===== src/rtl/adc_seq_pkg.sv =====
// adc_seq_pkg: shared state type and elaboration helpers for the ADC sample sequencer
package adc_seq_pkg;

  typedef enum logic [2:0] {IDLE, SETTLE, START, WAIT, NEXT} state_t;

  function automatic int tick_div(input int clk_hz, input int sample_hz);
    return clk_hz / sample_hz;
  endfunction

  // lowest set bit of mask strictly above idx and below n; n when there is none
  function automatic int next_bit(input logic [15:0] mask, input int idx, input int n);
    int r;
    r = n;
    for (int k = 15; k >= 0; k--)
      if (k > idx && k < n && mask[k[3:0]]) r = k;
    return r;
  endfunction

endpackage


===== src/rtl/adc_sample_sequencer_if.sv =====
// adc_sample_sequencer_if: channel-tagged sample stream toward the filter chain
interface adc_sample_sequencer_if #(
  parameter int WIDTH = 12,
  parameter int CHW   = 2
);
  logic [WIDTH-1:0] sample;
  logic [CHW-1:0]   sample_ch;
  logic             sample_valid;
  logic             sample_ready;

  modport master (output sample, sample_ch, sample_valid, input sample_ready);
  modport slave  (input sample, sample_ch, sample_valid, output sample_ready);
endinterface


===== src/rtl/adc_rate_tick.sv =====
// adc_rate_tick: enable-gated divider producing a one-cycle tick every DIV cycles
module adc_rate_tick #(
  parameter int DIV = 2
) (
  input  logic clk,
  input  logic rst,
  input  logic en_i,
  output logic tick_o
);
  localparam int CW = $clog2(DIV);

  logic [CW-1:0] r_cnt;
  logic          r_tick;
  logic          w_wrap;

  assign w_wrap = r_cnt == CW'(DIV - 1);
  assign tick_o = r_tick;

  // count while enabled, restart from zero whenever enable drops
  always_ff @(posedge clk) begin
    if (rst || !en_i) begin
      r_cnt  <= '0;
      r_tick <= 1'b0;
    end else begin
      r_cnt  <= w_wrap ? '0 : r_cnt + 1'b1;
      r_tick <= w_wrap;
    end
  end
endmodule


===== src/rtl/adc_sample_sequencer.sv =====
// adc_sample_sequencer: frame-paced mux walker that starts ADC conversions and streams tagged samples
module adc_sample_sequencer
  import adc_seq_pkg::*;
#(
  parameter int CLK_HZ      = 50_000_000,
  parameter int SAMPLE_HZ   = 1_000,
  parameter int NUM_CH      = 4,
  parameter int WIDTH       = 12,
  parameter int SETTLE_CYC  = 16,
  parameter int TIMEOUT_CYC = 8192
) (
  input  logic                      clk,
  input  logic                      rst,
  input  logic                      enable_i,
  input  logic [NUM_CH-1:0]         ch_mask_i,
  output logic                      adc_start_o,
  output logic [$clog2(NUM_CH)-1:0] adc_ch_o,
  input  logic [WIDTH-1:0]          adc_data_i,
  input  logic                      adc_valid_i,
  adc_sample_sequencer_if.master    s_if,
  output logic                      frame_done_o,
  output logic                      timeout_o,
  output logic                      overrun_o,
  output logic                      missed_tick_o,
  output logic                      busy_o
);
  localparam int CHW      = $clog2(NUM_CH);
  localparam int TICK_DIV = tick_div(CLK_HZ, SAMPLE_HZ);
  localparam int SW       = $clog2(SETTLE_CYC + 1);
  localparam int TW       = $clog2(TIMEOUT_CYC);

  if (TICK_DIV < 2 || NUM_CH < 2 || NUM_CH > 16) begin : g_bad_param
    $error("adc_sample_sequencer: TICK_DIV must be >= 2 and NUM_CH in 2..16");
  end

  state_t            r_state, w_state;
  logic [SW-1:0]     r_set_cnt, w_set_cnt;
  logic [TW-1:0]     r_to_cnt, w_to_cnt;
  logic [NUM_CH-1:0] r_mask, w_mask;
  logic [CHW-1:0]    r_ch, w_ch;
  logic              w_tick, w_fd, w_to, w_cap;
  logic              r_start, r_fd, r_to, r_ovr, r_miss, r_busy;
  logic [WIDTH-1:0]  r_sample;
  logic [CHW-1:0]    r_sch;
  logic              r_sval;
  int                w_first, w_nb;

  adc_rate_tick #(.DIV(TICK_DIV)) u_tick (
    .clk    (clk),
    .rst    (rst),
    .en_i   (enable_i),
    .tick_o (w_tick)
  );

  assign w_first = next_bit(16'(ch_mask_i), -1, NUM_CH);
  assign w_nb    = next_bit(16'(r_mask), int'(r_ch), NUM_CH);

  assign adc_start_o       = r_start;
  assign adc_ch_o          = r_ch;
  assign frame_done_o      = r_fd;
  assign timeout_o         = r_to;
  assign overrun_o         = r_ovr;
  assign missed_tick_o     = r_miss;
  assign busy_o            = r_busy;
  assign s_if.sample       = r_sample;
  assign s_if.sample_ch    = r_sch;
  assign s_if.sample_valid = r_sval;

  // next state, counters, channel select and one-cycle event strobes
  always_comb begin
    w_state   = r_state;
    w_set_cnt = r_set_cnt;
    w_to_cnt  = r_to_cnt;
    w_mask    = r_mask;
    w_ch      = r_ch;
    w_fd      = 1'b0;
    w_to      = 1'b0;
    w_cap     = 1'b0;
    unique case (r_state)
      IDLE:
        if (w_tick && enable_i && |ch_mask_i) begin
          w_state   = SETTLE;
          w_mask    = ch_mask_i;
          w_ch      = CHW'(w_first);
          w_set_cnt = '0;
        end
      SETTLE:
        if (r_set_cnt == SW'(SETTLE_CYC - 1)) w_state = START;
        else w_set_cnt = r_set_cnt + 1'b1;
      START: begin
        w_state  = WAIT;
        w_to_cnt = '0;
      end
      WAIT:
        if (adc_valid_i) begin
          w_cap   = 1'b1;
          w_state = NEXT;
        end else if (r_to_cnt == TW'(TIMEOUT_CYC - 1)) begin
          w_to    = 1'b1;
          w_state = NEXT;
        end else w_to_cnt = r_to_cnt + 1'b1;
      NEXT:
        if (enable_i && w_nb < NUM_CH) begin
          w_state   = SETTLE;
          w_ch      = CHW'(w_nb);
          w_set_cnt = '0;
        end else begin
          w_state = IDLE;
          w_fd    = enable_i;
        end
      default: w_state = IDLE;
    endcase
  end

  // sequencer state and registered control outputs; missed ticks are sticky
  always_ff @(posedge clk) begin
    if (rst) begin
      r_state   <= IDLE;
      r_set_cnt <= '0;
      r_to_cnt  <= '0;
      r_mask    <= '0;
      r_ch      <= '0;
      r_start   <= 1'b0;
      r_fd      <= 1'b0;
      r_to      <= 1'b0;
      r_miss    <= 1'b0;
      r_busy    <= 1'b0;
    end else begin
      r_state   <= w_state;
      r_set_cnt <= w_set_cnt;
      r_to_cnt  <= w_to_cnt;
      r_mask    <= w_mask;
      r_ch      <= w_ch;
      r_start   <= w_state == START;
      r_fd      <= w_fd;
      r_to      <= w_to;
      r_busy    <= w_state != IDLE;
      if (w_tick && r_state != IDLE) r_miss <= 1'b1;
    end
  end

  // single-entry output register: a capture into a stalled full entry is dropped and flagged
  always_ff @(posedge clk) begin
    if (rst) begin
      r_sample <= '0;
      r_sch    <= '0;
      r_sval   <= 1'b0;
      r_ovr    <= 1'b0;
    end else if (w_cap && !(r_sval && !s_if.sample_ready)) begin
      r_sample <= adc_data_i;
      r_sch    <= r_ch;
      r_sval   <= 1'b1;
    end else if (w_cap) begin
      r_ovr <= 1'b1;
    end else if (r_sval && s_if.sample_ready) begin
      r_sval <= 1'b0;
    end
  end
endmodule


===== src/flat_wrapper.sv =====
// flat-port wrapper written by rule: the top's interface ports become plain ports
module adc_sample_sequencer_flat import adc_seq_pkg::*;
#(
  parameter int CLK_HZ      = 50_000_000,
  parameter int SAMPLE_HZ   = 1_000,
  parameter int NUM_CH      = 4,
  parameter int WIDTH       = 12,
  parameter int SETTLE_CYC  = 16,
  parameter int TIMEOUT_CYC = 8192
)
  (clk, rst, enable_i, ch_mask_i, adc_start_o, adc_ch_o, adc_data_i, adc_valid_i, frame_done_o, timeout_o, overrun_o, missed_tick_o, busy_o, s_if_sample, s_if_sample_ch, s_if_sample_valid, s_if_sample_ready);
  adc_sample_sequencer_if #(.WIDTH(WIDTH), .CHW(2)) s_if_i ();
  input  logic clk;
  input  logic rst;
  input  logic enable_i;
  input  logic [NUM_CH-1:0] ch_mask_i;
  output logic adc_start_o;
  output logic [$clog2(NUM_CH)-1:0] adc_ch_o;
  input  logic [WIDTH-1:0] adc_data_i;
  input  logic adc_valid_i;
  output logic frame_done_o;
  output logic timeout_o;
  output logic overrun_o;
  output logic missed_tick_o;
  output logic busy_o;
  output wire logic [$bits(s_if_i.sample)-1:0] s_if_sample;
  output wire logic [$bits(s_if_i.sample_ch)-1:0] s_if_sample_ch;
  output wire logic [$bits(s_if_i.sample_valid)-1:0] s_if_sample_valid;
  input wire logic [$bits(s_if_i.sample_ready)-1:0] s_if_sample_ready;
  assign s_if_sample = s_if_i.sample;
  assign s_if_sample_ch = s_if_i.sample_ch;
  assign s_if_sample_valid = s_if_i.sample_valid;
  assign s_if_i.sample_ready = s_if_sample_ready;
  adc_sample_sequencer #(.CLK_HZ(CLK_HZ), .SAMPLE_HZ(SAMPLE_HZ), .NUM_CH(NUM_CH), .WIDTH(WIDTH), .SETTLE_CYC(SETTLE_CYC), .TIMEOUT_CYC(TIMEOUT_CYC)) u_core (.clk(clk), .rst(rst), .enable_i(enable_i), .ch_mask_i(ch_mask_i), .adc_start_o(adc_start_o), .adc_ch_o(adc_ch_o), .adc_data_i(adc_data_i), .adc_valid_i(adc_valid_i), .s_if(s_if_i), .frame_done_o(frame_done_o), .timeout_o(timeout_o), .overrun_o(overrun_o), .missed_tick_o(missed_tick_o), .busy_o(busy_o));
endmodule

===== config.mk =====
export PLATFORM = sky130hd
export DESIGN_NAME = adc_sample_sequencer_flat
export DESIGN_NICKNAME = d
export VERILOG_FILES = /design/src/rtl/adc_seq_pkg.sv /design/src/rtl/adc_sample_sequencer_if.sv /design/src/rtl/adc_rate_tick.sv /design/src/rtl/adc_sample_sequencer.sv /design/src/flat_wrapper.sv
export SDC_FILE = /design/constraint.sdc
export NUM_CORES = 1
export LEC_CHECK = 0
export ABC_CLOCK_PERIOD_IN_PS = 3500
export BUFFER_PORTS_ARGS = -buffer_cell sky130_fd_sc_hd__buf_2
export CORE_UTILIZATION = 29
export CTS_CLUSTER_SIZE = 16
export DETAILED_ROUTE_END_ITERATION = 10
export HOLD_SLACK_MARGIN = 0.08
export PLACE_DENSITY_LB_ADDON = 0.15
export SYNTH_ARGS = -nofsm -noshare
export SYNTH_HDL_FRONTEND = slang
export SYNTH_SLANG_ARGS = --single-unit

===== constraint.sdc =====
create_clock -name clk -period 3.5 [get_ports clk]
set_clock_uncertainty 0.2 [all_clocks]
set_input_delay 0.525 -clock clk [delete_from_list [all_inputs] [get_ports clk]]
set_output_delay 0.525 -clock clk [all_outputs]
set_load 0.01 [all_outputs]

==> results of run 1 <==
[stage by stage]
stage                     setup slack (ns)  hold WS (ns)  cells  area (um2)
after global placement                1.23         0.234    473        3160
final                                 1.28         0.223    489        3340
after global routing                  1.06         0.213    489        3340
after floorplan                       1.55         0.218    312        2840
after detailed placement              1.20         0.239    473        3160
after CTS                             1.27         0.203    489        3340
[cell families after synthesis]
kind of cell / Yosys count / share of synthesized area (%)
and+or+nand+nor: 144 / 27.7
DFF: 64 / 45.2
AOI/OAI and AO/OA: 43 / 9.66
xor gates and xnor gates: 22 / 6.80
buffers and inverters: 18 / 2.91
muxes: 17 / 6.00
adders and majority gates: 4 / 1.77
[power breakdown]
| part | leakage, nW | internal, mW | total (mW) | switching, mW |
|---|---|---|---|---|
| clock | 0.0919 | 0.265 | 0.580 | 0.315 |
| combinational | 0.639 | 0.0118 | 0.0328 | 0.0210 |
| sequential | 0.515 | 0.728 | 0.729 | 0.000665 |
[state kept, by name, summed over array words and instances, names as in the netlist]
| register | flops |
|---|---|
| u_core.s_if.sample_ch | 2 |
| u_core.s_if.sample_valid | 1 |
| u_core.missed_tick_o | 1 |
| u_core.r_set_cnt | 5 |
| u_core.frame_done_o | 1 |
| u_core.u_tick.r_cnt | 16 |
| u_core.adc_start_o | 1 |
| u_core.r_mask | 3 |
| u_core.overrun_o | 1 |
| u_core.u_tick.tick_o | 1 |
| u_core.adc_ch_o | 2 |
| u_core.r_state | 3 |
| u_core.r_to_cnt | 13 |
| u_core.s_if.sample | 12 |
| u_core.timeout_o | 1 |
| u_core.busy_o | 1 |
[worst paths after layout]
path	slack, ns	cells after the start	endpoint	start
setup / recovery	1.28	4	u_core.timeout_o	u_core.r_to_cnt[0]
setup reg to reg	1.28	4	u_core.timeout_o	u_core.r_to_cnt[0]
hold / removal	0.22	3	u_core.s_if.sample[5]	adc_data_i[5]
hold reg to reg	0.25	1	u_core.u_tick.r_cnt[0]	u_core.u_tick.r_cnt[0]
[Yosys cell counts, drive strengths merged]
master	n
nor4b	4
nand4	9
buf	5
dfxtp	64
nand3	11
nor4bb	1
inv	6
a221oi	1
nor4	3
a21oi	18
o21bai	2
and2	1
a22o	1
nor3b	5
a22oi	1
xnor2	12
nand2b	9
ha	4
o221ai	1
and3	9
nor2	59
o22ai	1
clkbuf	7
o31ai	1
xor2	10
or3b	2
o21ai	7
and4	1
nor2b	2
a211oi	4
a31oi	1
nand3b	1
mux2i	17
nand2	14
or3	6
a41oi	2
a21o	3
and4b	1
nor3	6
[routing by layer]
layer | vias up | GRT usage (%)
li1 | 1181 | -
met1 | 1003 | 16.7
met2 | 39 | 18.7
met3 | 7 | 3.40
met4 | 0 | 5.69
met5 | - | 0
[critical path: stages (launching register included)]
cell and delay [ns]:
dfxtp_1 0.40, ha_1 0.20, nand3_1 0.25, nor4_2 0.62, nor4bb_1 0.44
[cell type report]
class | instances | area [um2] | share of cell area [%]
clock buffers | 9 | 124 | 3.71
repair buffers | 44 | 223 | 6.67
multi-input cells | 230 | 1470 | 44.1
well taps | 129 | 161 | 4.84
clock inverters | 7 | 55.1 | 1.65
inverters | 6 | 22.5 | 0.675
flip-flops and latches | 64 | 1280 | 38.4
==> out/results.tsv, run 1 <==
stage	metric	value	unit
clock_network	root_buffer	clkbuf_8	
clock_network	clk_latency	0.33	ns
sta	worst_slew_pin_slew	0.994	ns
power_and_ir_drop	pwr_density_cell	402	nW/um2
detailed_routing	wl_per_cell	11.9	um
global_routing	grt_pass1_wl	9870	um
floorplan	fp.dieH	101	um
global_routing	grt_pass1_vias	2093	
synth	synthTopCellsByArea	dfxtp_1 45%, nor2_1 7.7%, mux2i_1 6.0%	
clock_network	cts_resized	0	
global_routing	grt_usage	12.5	%
synth	synth.distinct_cells	48	
clock_network	cts_tree	yes	
clock_network	postCtsSetupBuffers	0	
clock_network	clk_pin_slew	0.08	ns
floorplan	core_area	9370	um2
detailed_routing	wl_met2	2500	um
detailed_routing	firstDrtPassIters	4	
synth	syn_nets	337	
synth	synthesis.area	2840	um2
floorplan	die_x	101	um
placement	globalplace.congestion	0.768	
power_and_ir_drop	vdd_drop_max	0.154	mV
hold_path	hold_class	input port to flop	
sta	period_share	63.6	%
sta	rsz0062_at_grt	false	
clock_network	htree_levels	3	
power_and_ir_drop	total_leakage_power	1.25	nW
sta	hold_viol_final	0	
synth	synth-seq-cells	64	
cells_and_area	final.fill_count	1016	
detailed_routing	routed.top_layer	met4	
sta	tns	0	ns
sta	post-route-min-period	2.22	ns
setup_path	start_kind	flop	
detailed_routing	wl_met3	261	um
floorplan	io_pins	44	
setup_path	critPathKind	flop to flop	
clock_network	cts_hold_buf	0	
placement	port_buffers	43	
detailed_routing	avgViaCountPerCell	4.56	
cells_and_area	layout.cells.most_common_list	64 x dfxtp_1, 58 x nor2_1, 43 x buf_2	
synth	synth.avg_cell_area	9.09	um2
detailed_routing	drt_iter0_drc	87	
global_routing	grt-ovfl-total	0	
sta	finalSetupViolations	0	
floorplan	start_util	30.3	%
synth	yosysSeqAreaShare	45.2	%
synth	synth_cells	312	
cells_and_area	postLayoutCoreUtil	35.6	%
cells_and_area	final_common_cell	dfxtp_1	
clock_network	cts_sinks	64	
sta	drv_slew	0	
cells_and_area	layout.nets	380	
run_status	outcome	complete, no violations	
synth	yosys_warnings	0	
sta	slew_headroom	33.6	%
detailed_routing	wl_met1	2960	um
detailed_routing	drtAntennaViolNets	0	
synth	synth_top_area_share	45.2	%
sta	fmax	450	MHz
power_and_ir_drop	finalPower	1.34	mW
global_routing	grt_max_degree	32	
floorplan	row_count	35	
cells_and_area	antenna_cells	0	
detailed_routing	vias	2230	
setup_path	crit_required	3.51	ns
synth	synth.largest_area_cell	dfxtp_1	
setup_path	crit_path_max_fanout	7	
global_routing	antenna_found_initial	0	
floorplan	die_area	10200	um2
clock_network	cts_buffer_depth	2	
detailed_routing	drc_errors	0	
job	drv_cap	0	
setup_path	endpoint_kind	flop	
placement	post-dp-hpwl	3970	um
cells_and_area	area_delta_synth_final	17.7	%
clock_network	cts_buffers	9	
detailed_routing	routed_wl	5800	um
cells_and_area	drive_gt1_share	19.4	%
setup_path	crit_arrival	2.23	ns
No activity file was read; power rests on OpenSTA's default activity.
==> run 2, diff against run 1 <==
- ABC_CLOCK_PERIOD_IN_PS: 3500 -> 2200
- clock period: 3.5 -> 2.2 ns (I/O delays scaled with it)
==> out/results.tsv, run 2 (synthesis gave the netlist of run 1 again) <==
stage	metric	value	unit	change
run_status	outcome	complete, no violations		
setup_path	slowest_stage	dfxtp_1		
clock_network	cts_buffer_depth	2		unchanged
global_routing	antenna_found_initial	0		unchanged
setup_path	path_cells	ha_1, and3_1, ha_1, nand2b_1, o31ai_2, a22oi_2, or3_1, a21oi_1		
global_routing	use_met2	19.6	%	+0.95 points
detailed_routing	drtAntennaViolNets	0		unchanged
detailed_routing	routed_wl	6000	um	+3.3%
detailed_routing	wl_per_cell	11.7	um	-1.5%
clock_network	clk_pin_slew	0.07	ns	about the same
clock_network	root_buffer	clkbuf_8		
sta	hold_viol_final	0		unchanged
clock_network	cts_buffers	9		unchanged
setup_path	cpPeakStageDelay	0.34	ns	-0.28 ns
power_and_ir_drop	vdd_drop_max	0.251	mV	+63%
power_and_ir_drop	combPwrFrac	3.3	%	+0.9 points
detailed_routing	avgViaCountPerCell	4.55		-0.23%
cells_and_area	layout.cells.most_common_list	64 x dfxtp_1, 58 x nor2_1, 43 x buf_2		
setup_path	critPathKind	flop to flop		
cells_and_area	regMostFlops	u_core.u_tick.r_cnt		
sta	hold_slack	0.106	ns	-0.117 ns
hold_path	min_path_cells	3		unchanged
global_routing	grt_usage	13.0	%	+0.50 points
setup_path	endpoint_kind	flop		
cells_and_area	antenna_cells	0		unchanged
cells_and_area	area_delta_synth_final	27.3	%	
setup_path	reg2regPathDepth	8		+4
global_routing	grt_pass1_wl	10200	um	+3.4%
job	drv_cap	0		unchanged
sta	period_share	94.8	%	+31 points
hold_path	hold_class	input port to flop		
detailed_routing	drc_errors	0		unchanged
clock_network	htree_levels	3		unchanged
placement	post-dp-hpwl	4120	um	+3.7%
sta	slew_headroom	36.2	%	+2.6 points
placement	globalplace.congestion	0.756		-1.6%
global_routing	grt-ovfl-total	0		unchanged
floorplan	die_area	10200	um2	unchanged
setup_path	crit_path_max_fanout	5		-2
power_and_ir_drop	p_int	1.83	mW	+82%
floorplan	core_area	9370	um2	unchanged
global_routing	grt.busiest_layer	met2		
floorplan	fp.dieH	101	um	unchanged
power_and_ir_drop	power_switching	0.498	mW	+48%
cells_and_area	final_common_cell	dfxtp_1		
sta	drv_slew	0		unchanged
power_and_ir_drop	pwr-share-seq	49.9	%	-4.4 points
clock_network	clk_latency	0.34	ns	about the same
sta	fmax	479	MHz	+6.7%
power_and_ir_drop	pwr_density_cell	645	nW/um2	+60%
power_and_ir_drop	p_sw_share	21.4	%	-3.7 points
floorplan	start_util	30.3	%	unchanged
floorplan	io_pins	44		unchanged
global_routing	grt_use_met3	4.79	%	+1.4 points
placement	port_buffers	43		unchanged
sta	tns	0	ns	unchanged
clock_network	cts_tree	yes		
detailed_routing	firstDrtPassIters	4		unchanged
cells_and_area	drive_gt1_share	21.1	%	+1.6 points
setup_path	crit_arrival	2.15	ns	-0.08 ns
cells_and_area	final_area	3610	um2	+8.1%
setup_path	crit_top_cell	ha_1		
sta	post-route-min-period	2.09	ns	-0.139 ns
placement	place_ws	0.0595	ns	-1.14 ns
sta	rsz0062_at_grt	true		
setup_path	crit_required	2.27	ns	-1.24 ns
power_and_ir_drop	finalPower	2.33	mW	+73%
floorplan	die_x	101	um	unchanged
floorplan	row_count	35		unchanged
clock_network	postCtsSetupBuffers	0		unchanged
clock_network	cts_sinks	64		unchanged
power_and_ir_drop	clkPwrFrac	46.9	%	+3.7 points
power_and_ir_drop	total_leakage_power	1.37	nW	+9.7%
detailed_routing	vias	2334		+4.7%
sta	finalSetupViolations	0		unchanged
global_routing	grt_use_met1	16.8	%	+0.079 points
global_routing	grt_max_degree	24		-25%
cells_and_area	layout.nets	405		+6.6%
sta	worst_slew_pin_slew	0.954	ns	-0.0392 ns
sta	finalWorstSetupSlack	0.114	ns	-1.16 ns
setup_path	start_kind	flop		
detailed_routing	drt_iter0_drc	104		+20%
global_routing	grt_pass1_vias	2203		+5.3%
cells_and_area	largest_reg_flops	16		unchanged
placement	place_area	3230	um2	+2.4%
run 2: cell types whose count changed in the layout (fill, tap and decap cells not counted), sizes merged:
cell and delta:
bufinv +2, clkinv -3, clkinvlp +2, buf +10, inv -3, dlygate4sd3 +15, clkbuf +1
run 2: final cells by class:
class                      instances  area, um2
fill                             996       5760
multi-input combinational        230       1490
sequential                        64       1280
timing repair buffer              69        448
tap                              129        161
clock buffer                      10        128
clock inverter                     5       82.6
inverter                           6       22.5
run 2: power groups by stage:
stage                     Sequential (mW)  Combinational (mW)  Clock, mW
after floorplan                      1.19              0.0244          0
after global placement               1.19              0.0562          0
after detailed placement             1.19              0.0563          0
after CTS                            1.16              0.0764       1.13
after global routing                 1.16              0.0851       1.17
final                                1.16              0.0757       1.09
run 2: worst max-delay path, delay by kind of cell, from the launching register on:
family | cells | cell delay (ns)
flip-flops | 1 | 0.34
AO/OA/AOI/OAI | 3 | 0.36
adder cells (fa/ha/maj) | 2 | 0.44
AND/OR/NAND/NOR | 3 | 0.69
run 2: what timing repair did:
action / 4_1_cts / 5_1_grt
gates resized for setup: 0 / 3
endpoints found under the hold margin: 15 / 0
endpoints found under the setup margin: 0 / 4
hold buffers: 15 / 0
run 2: metrics by stage:
step	util (%)	cells
2_1_floorplan	-	312
3_3_place_gp	34.5	483
3_5_place_dp	34.5	483
4_1_cts	38.4	513
5_1_grt	38.5	513
6_report	38.5	513
run 2: worst paths after layout:
| path | startpoint | end | slack [ns] |
|---|---|---|---|
| min | adc_valid_i | u_core.r_state[2] | 0.11 |
| max | u_core.r_set_cnt[0] | u_core.r_set_cnt[2] | 0.11 |
| min reg2reg | u_core.u_tick.r_cnt[0] | u_core.u_tick.r_cnt[0] | 0.26 |
| max reg2reg | u_core.r_set_cnt[0] | u_core.r_set_cnt[2] | 0.11 |
run 2: routing by layer:
metal  up-vias  routed length, um
li1       1227                  -
met1      1060               2960
met2        36               2660
met3        11                283
met4         0                 89
met5         -                  0
